**config.mk**
```make
export PLATFORM = sky130hd
export DESIGN_NAME = sprite_motion_ctrl
export DESIGN_NICKNAME = d
export VERILOG_FILES = /design/src/rtl/sprite_motion_ctrl.sv
export SDC_FILE = /design/constraint.sdc
export NUM_CORES = 1
export LEC_CHECK = 0
export ABC_AREA = 1
export CAP_MARGIN = 10
export CORE_MARGIN = 2
export CORE_UTILIZATION = 30
export DETAILED_ROUTE_END_ITERATION = 7
export PLACE_DENSITY = 0.58
export RECOVER_POWER = 100
export SYNTH_ARGS = -nofsm -noshare
export SYNTH_HDL_FRONTEND = slang
export SYNTH_SLANG_ARGS = --single-unit
```
**constraint.sdc**
```tcl
create_clock -name pixel_clk_in -period 3.25 [get_ports pixel_clk_in]
set_input_delay 0.975 -clock pixel_clk_in [delete_from_list [all_inputs] [get_ports pixel_clk_in]]
set_output_delay 0.975 -clock pixel_clk_in [all_outputs]
set_load 0.03 [all_outputs]
```
**src/rtl/sprite_motion_ctrl.sv**
```systemverilog
// Per-frame sprite position scheduler: one motion tick per frame at the blanking line,
// edge bounce, and host position loads that only take effect on a frame boundary.
module sprite_motion_ctrl #(
   parameter int unsigned WIDTH    = 256,
   parameter int unsigned HEIGHT   = 256,
   parameter int unsigned SCREEN_W = 1024,
   parameter int unsigned SCREEN_H = 768,
   parameter int unsigned SPEED    = 2
) (
   input  logic        pixel_clk_in,
   input  logic        rst_in,
   input  logic [10:0] hcount_in,
   input  logic [9:0]  vcount_in,
   input  logic        pause_in,
   input  logic        load_valid_in,
   input  logic [10:0] load_x_in,
   input  logic [9:0]  load_y_in,
   output logic        load_ready_out,
   output logic [10:0] x_out,
   output logic [9:0]  y_out,
   output logic        dir_x_out,
   output logic        dir_y_out,
   output logic [15:0] frame_count_out,
   output logic        bounce_out
);

   localparam logic [10:0] MaxX     = 11'(SCREEN_W - WIDTH);
   localparam logic [9:0]  MaxY     = 10'(SCREEN_H - HEIGHT);
   localparam logic [10:0] StepX    = 11'(SPEED);
   localparam logic [9:0]  StepY    = 10'(SPEED);
   localparam logic [9:0]  TickLine = 10'(SCREEN_H);

   typedef enum logic [1:0] {StRun, StPaused, StLoadPend} state_e;

   state_e      state_q, state_d;
   logic        cond, cond_q, tick, accept;
   logic [10:0] x_q, x_d, hold_x_q, hold_x_d;
   logic [9:0]  y_q, y_d, hold_y_q, hold_y_d;
   logic        dir_x_q, dir_x_d, dir_y_q, dir_y_d;
   logic        bounce_q, bounce_d;
   logic [15:0] frame_q, frame_d;

   // Edge-detect the blanking position so a stalled raster still yields a single tick.
   assign cond   = (hcount_in == 11'd0) && (vcount_in == TickLine);
   assign tick   = cond && !cond_q;
   assign accept = load_valid_in && load_ready_out;

   always_ff @(posedge pixel_clk_in or posedge rst_in) begin
      if (rst_in) begin
         state_q <= StRun;
      end else begin
         state_q <= state_d;
      end
   end

   always_comb begin
      state_d = state_q;
      unique case (state_q)
         StRun: begin
            if (accept)                state_d = StLoadPend;
            else if (tick && pause_in) state_d = StPaused;
         end
         StPaused: begin
            if (accept)         state_d = StLoadPend;
            else if (!pause_in) state_d = StRun;
         end
         StLoadPend: begin
            if (tick) state_d = pause_in ? StPaused : StRun;
         end
         default: state_d = StRun;
      endcase
   end

   always_comb begin
      load_ready_out = (state_q != StLoadPend);
   end

   always_comb begin
      x_d      = x_q;
      y_d      = y_q;
      dir_x_d  = dir_x_q;
      dir_y_d  = dir_y_q;
      hold_x_d = hold_x_q;
      hold_y_d = hold_y_q;
      bounce_d = 1'b0;
      frame_d  = tick ? frame_q + 16'd1 : frame_q;
      if (accept) begin
         hold_x_d = load_x_in;
         hold_y_d = load_y_in;
      end
      if (tick) begin
         if (state_q == StLoadPend) begin
            x_d = (hold_x_q > MaxX) ? MaxX : hold_x_q;
            y_d = (hold_y_q > MaxY) ? MaxY : hold_y_q;
         end else if (!pause_in) begin
            if (!dir_x_q) begin
               if (12'(x_q) + 12'(SPEED) >= 12'(MaxX)) begin
                  x_d = MaxX; dir_x_d = 1'b1; bounce_d = 1'b1;
               end else begin
                  x_d = x_q + StepX;
               end
            end else if (12'(x_q) <= 12'(SPEED)) begin
               x_d = '0; dir_x_d = 1'b0; bounce_d = 1'b1;
            end else begin
               x_d = x_q - StepX;
            end
            if (!dir_y_q) begin
               if (12'(y_q) + 12'(SPEED) >= 12'(MaxY)) begin
                  y_d = MaxY; dir_y_d = 1'b1; bounce_d = 1'b1;
               end else begin
                  y_d = y_q + StepY;
               end
            end else if (12'(y_q) <= 12'(SPEED)) begin
               y_d = '0; dir_y_d = 1'b0; bounce_d = 1'b1;
            end else begin
               y_d = y_q - StepY;
            end
         end
      end
   end

   always_ff @(posedge pixel_clk_in or posedge rst_in) begin
      if (rst_in) begin
         cond_q   <= 1'b0;
         x_q      <= '0;
         y_q      <= '0;
         dir_x_q  <= 1'b0;
         dir_y_q  <= 1'b0;
         hold_x_q <= '0;
         hold_y_q <= '0;
         bounce_q <= 1'b0;
         frame_q  <= '0;
      end else begin
         cond_q   <= cond;
         x_q      <= x_d;
         y_q      <= y_d;
         dir_x_q  <= dir_x_d;
         dir_y_q  <= dir_y_d;
         hold_x_q <= hold_x_d;
         hold_y_q <= hold_y_d;
         bounce_q <= bounce_d;
         frame_q  <= frame_d;
      end
   end

   assign x_out           = x_q;
   assign y_out           = y_q;
   assign dir_x_out       = dir_x_q;
   assign dir_y_out       = dir_y_q;
   assign frame_count_out = frame_q;
   assign bounce_out      = bounce_q;

endmodule

```
Yosys cells after proc, flatten, opt, wreduce, memory -nomap -nowiden

Index checks and enable logic that the tools add are counted.

RAM bits: 0
Memories: 0
Bits in read-only memories: 0
Logic and storage cells: 76
Bits in latches: 0
Flip-flop bits (word level): 64
Output and inout bits: 41

Multiply operators: 0
Bitwise gates (word level): 2
Reductions and logical operators: 10
Shift-type cells: 0
Div/mod/pow operators: 0
Multiplexer cells: 33
$lt $le $gt $ge: 6
Equality and inequality tests: 8
Add/subtract/negate cells: 7

Operators by type and width:

| operator                                                             | number |
|---|---|
| 2-to-1 mux 11 bit                                                    | 6 |
| 2-to-1 mux 10 bit                                                    | 6 |
| adder 16 x 1 -> 16 bit (second input constant)                       | 1 |
| 2-to-1 mux 1 bit                                                     | 15 |
| adder 11 x 2 -> 12 bit (second input constant)                       | 1 |
| greater-or-equal comparator 12 x 10 -> 1 bit (second input constant) | 1 |
| adder 10 x 2 -> 11 bit (second input constant)                       | 1 |
| adder 11 x 2 -> 11 bit (second input constant)                       | 1 |
| greater-or-equal comparator 11 x 10 -> 1 bit (second input constant) | 1 |
| greater-than comparator 11 x 10 -> 1 bit (second input constant)     | 1 |
| less-or-equal comparator 11 x 2 -> 1 bit (second input constant)     | 1 |
| zero test 11 bit                                                     | 1 |
| subtractor 11 x 2 -> 11 bit (second input constant)                  | 1 |
| adder 10 x 2 -> 10 bit (second input constant)                       | 1 |
| equality test 10 bit (second input constant)                         | 1 |
| greater-than comparator 10 bit (second input constant)               | 1 |
| less-or-equal comparator 10 x 2 -> 1 bit (second input constant)     | 1 |
| 2-to-1 mux 2 bit                                                     | 5 |
| subtractor 10 x 2 -> 10 bit (second input constant)                  | 1 |
| != test 3 bit (second input constant)                                | 2 |
| one-hot mux 2 bit (3 select lines)                                   | 1 |
| AND reduction 3 bit                                                  | 2 |
| logical AND 1 bit                                                    | 4 |
| != test 2 bit (second input constant)                                | 2 |
| 7 further kinds                                                      | 8 |

Longest topological paths before layout

Gate-level depths: netlist of run 1.

Depth in word-level cells: 9
Depth in mapped cells: 13
Mapped depth without buffers: 12

Least setup slack after synthesis of run 1

OpenSTA, ideal clock, no wires.

Kind: input-to-reg
From: input port hcount_in[5]
To: register frame_q[5] (netlist: frame_count_out[5])
Stages: 8
Path buffers: 1
Slack: 1.109 ns
Arrival time: 2.017 ns
Library setup time: 0.124 ns
Cell sequence: nor2_1 > nand3_2 > nor3_2 > nand3_2 > buf_6 > nor2_4 > nand3_1 > xor2_1

Cells in the longest elaborated chain, start to end: 3

RTL lines:

| what                 | RTL line | RTL |
|---|---|---|
| start, declared      | 12       | `input logic [10:0] hcount_in,` |
| zero test 11 bit     | 44       | `assign cond = (hcount_in == 11'd0) && (vcount_in == TickLine);` |
| logical AND 1 bit    | 44       |  |
| logical AND 1 bit    | 45       | `assign tick = cond && !cond_q;` |
| end signal, assigned | 142      | `frame_q <= frame_d;` |
| end, declared        | 41       | `logic [15:0] frame_q, frame_d;` |

Every way passes these cells.
A chain may end at the register's enable or synchronous reset.

Worst setup path in the final report of run 1

From: input port load_valid_in
To: register hold_x_q[0]

Cells in the longest elaborated chain, start to end: 1

RTL lines:

| what                 | RTL line | RTL |
|---|---|---|
| start, declared      | 15       | `input logic load_valid_in,` |
| logical AND 1 bit    | 46       | `assign accept = load_valid_in && load_ready_out;` |
| end signal, assigned | 139      | `hold_x_q <= hold_x_d;` |
| end, declared        | 37       | `logic [10:0] x_q, x_d, hold_x_q, hold_x_d;` |

Every way passes these cells.

==> impl_metrics.ini, run 1 <==
[power]
ir_worst_vdd_mv = 0.225
p_leak_nw = 2.69
power_mw = 1.87
powerDensity_nw_per_um2 = 335

[placed_design]
dp.cells = 837
place.gp.congestion = 0.860
port_buffers = 86
placed_cell_area_um2 = 5340
dp_hpwl_um = 8830

[min_path]
hold_path.class = flip-flop to flip-flop

[synth]
synth_edf_count = 0
synth_cell_types = 38
synth-seq-cells = 64
syn-mean-instance-area_um2 = 7.39
synth_warnings = 0
async_flop_share = 1.00
synthCells = 582
synthFlopType = dfrtp_1
syn_area_um2 = 4300
ys_seq_area_frac = 0.372
synth_nets = 635

[die]
coreArea_um2 = 13900
ios = 87
fp.dieH_um = 124
start_util = 0.309
die_area_um2 = 15300
fp-row-count = 43
die_x_um = 124

[routing]
viasPerCell = 4.70
wl_per_cell_um = 13.3
drtPass1Iterations = 4
vias = 4011
drc = 0
dr.first_iter.drc_count = 257
wl_um = 11400
ant_nets = 0

[finish]
flow.area_growth_from_synthesis_pct = 29.7
diodes = 0
final_area_um2 = 5580
fillers = 1422
nets = 721
ff_latch_area_um2 = 1600
drive_above_1_share = 0.0981
layout_common_cells = nand2_1, nor2_1, dfrtp_1
multiInputGateArea_um2 = 2280
mostFrequentLayoutCell = nand2_1
postLayoutCoreUtil = 0.400
fin_cells = 853

[run_status]
outcome = finished clean

[sta]
setup_viol = 0
drv_slew = 0
rsz0062_at_grt = no
hold_viol = 0
clock_skew_ns = 0.0103
finalSetupTns_ns = 0
fmax_mhz = 358
fin_crit_sh = 0.858
period_needed_ns = 2.79
tightest_slew_ns = 1.39
maxSlewHeadroom = 0.0702

[global_route]
grt_pass1_vias = 3938
grt_max_degree = 34
overflow = 0
antenna_found_initial = 0
grt_usage = 0.155
grt_pass1_wl_um = 18900

[clocking]
cts_tree = yes
cts_root_buf = clkbuf_16
cts_sinks = 64
clk_latency_ns = 0.33
cts.repair.resized = 0
ctsHoldBuffers = 0
cts.clk_slew.worst_paths_ns = 0.06
h-tree-depth = 3
clockBufferDepth = 2
cts_made_buffers = 9
post_cts_buffers = 0

[worst_setup_path]
cp.required_ns = 3.46
crit_buf_inv = 2
path_cells = clkdlybuf4s50_1, nand2_1, clkbuf_1, mux2_2
worstPathArrival_ns = 3.00
critPathLaunchType = primary input
critPathMaxFanout = 33
critPathKind = primary input to flip-flop
cp-end-kind = flip-flop
cp_slowest_cell = clkbuf_1
max_stage_delay_ns = 1.01
cp_top_family = buffers and inverters

[run]
drv_cap = 0
-- metrics by stage --
step                      setup slack [ns]  hold slack [ns]
after floorplan                      0.677            0.465
after global placement               0.379            0.485
after detailed placement             0.307            0.485
after CTS                            0.563            0.495
after global routing                 0.256            0.533
final                                0.460            0.491
-- registers in the layout (all words and copies together) (netlist names) --
register	count
cond_q	1
frame_count_out	16
y_out	10
dir_x_out	1
bounce_out	1
state_q	2
dir_y_out	1
hold_y_q	10
x_out	11
hold_x_q	11
-- layer usage --
metal / wire length (µm) / track usage / share of wire / up-vias
li1: - / - / - / 2038
met1: 5540 / 0.213 / 0.49 / 1874
met2: 5160 / 0.242 / 0.45 / 86
met3: 532 / 0.0398 / 0.047 / 13
met4: 139 / 0.0433 / 0.012 / 0
met5: 0 / 0 / 0 / -
-- area by class of cell --
class                      instances  share of cell area
clock buffer                      12              0.0460
clock inverter                     4             0.00942
sequential                        64               0.287
tap                              180              0.0404
timing repair buffer              93               0.161
multi-input combinational        429               0.408
inverter                          71              0.0478
-- power breakdown --
part	leakage [nW]	internal [mW]	switching, mW
Combinational	1.75	0.0512	0.0352
Clock	0.153	0.637	0.346
Sequential	0.790	0.798	0.000102
-- logic make-up after synthesis --
kind of cell    after synthesis  share of synthesized area
compound gates               58                     0.0756
xor+xnor                     33                     0.0672
fa+ha+maj                     7                     0.0204
buf+inv                      89                     0.0881
flops                        64                      0.372
mux                           9                     0.0236
simple gates                322                      0.353
-- worst paths after layout --
| check | cells past startpoint | from | slack, ns | endpoint |
|---|---|---|---|---|
| max | 4 | load_valid_in | 0.46 | hold_x_q[0] |
| min | 1 | frame_count_out[12] | 0.49 | frame_count_out[12] |
| max reg2reg | 7 | state_q[1] | 0.72 | hold_x_q[0] |
| min reg2reg | 1 | frame_count_out[12] | 0.49 | frame_count_out[12] |
| max in group asynchronous | 3 | rst_in | 0.64 | x_out[1] |
| min in group asynchronous | 2 | rst_in | 1.32 | frame_count_out[9] |
-- synthesized netlist by cell type (3+ instances only) --
cell,number,area (µm²)
nand2_4,3,33.8
o21ai_1,5,25.0
nor2_4,9,101
nand2_2,5,31.3
a21oi_2,3,26.3
buf_2,9,45.0
nand3_2,6,60.1
nand3b_1,3,22.5
ha_1,7,87.6
inv_1,63,236
inv_2,7,26.3
xor2_1,29,254
nor2_2,6,37.5
nand3_1,40,200
buf_4,3,22.5
dfrtp_1,64,1600
nor3_1,9,45.0
buf_6,3,33.8
clkbuf_1,3,11.3
o21ai_0,10,50.1
nand2_1,122,458
nor2_1,92,345
nor3b_1,3,22.5
nor3_2,3,30.0
a21oi_1,33,165
mux2_2,9,101
xnor2_1,4,35.0
nand4_1,19,119
Note: power is estimated with default switching activity, not from simulation.
==> run 2, diff against run 1 <==
Settings changed: SLEW_MARGIN from default to 20.
==> results of run 2 <==
Final layout, timing and power as in run 1 (identical DEF).
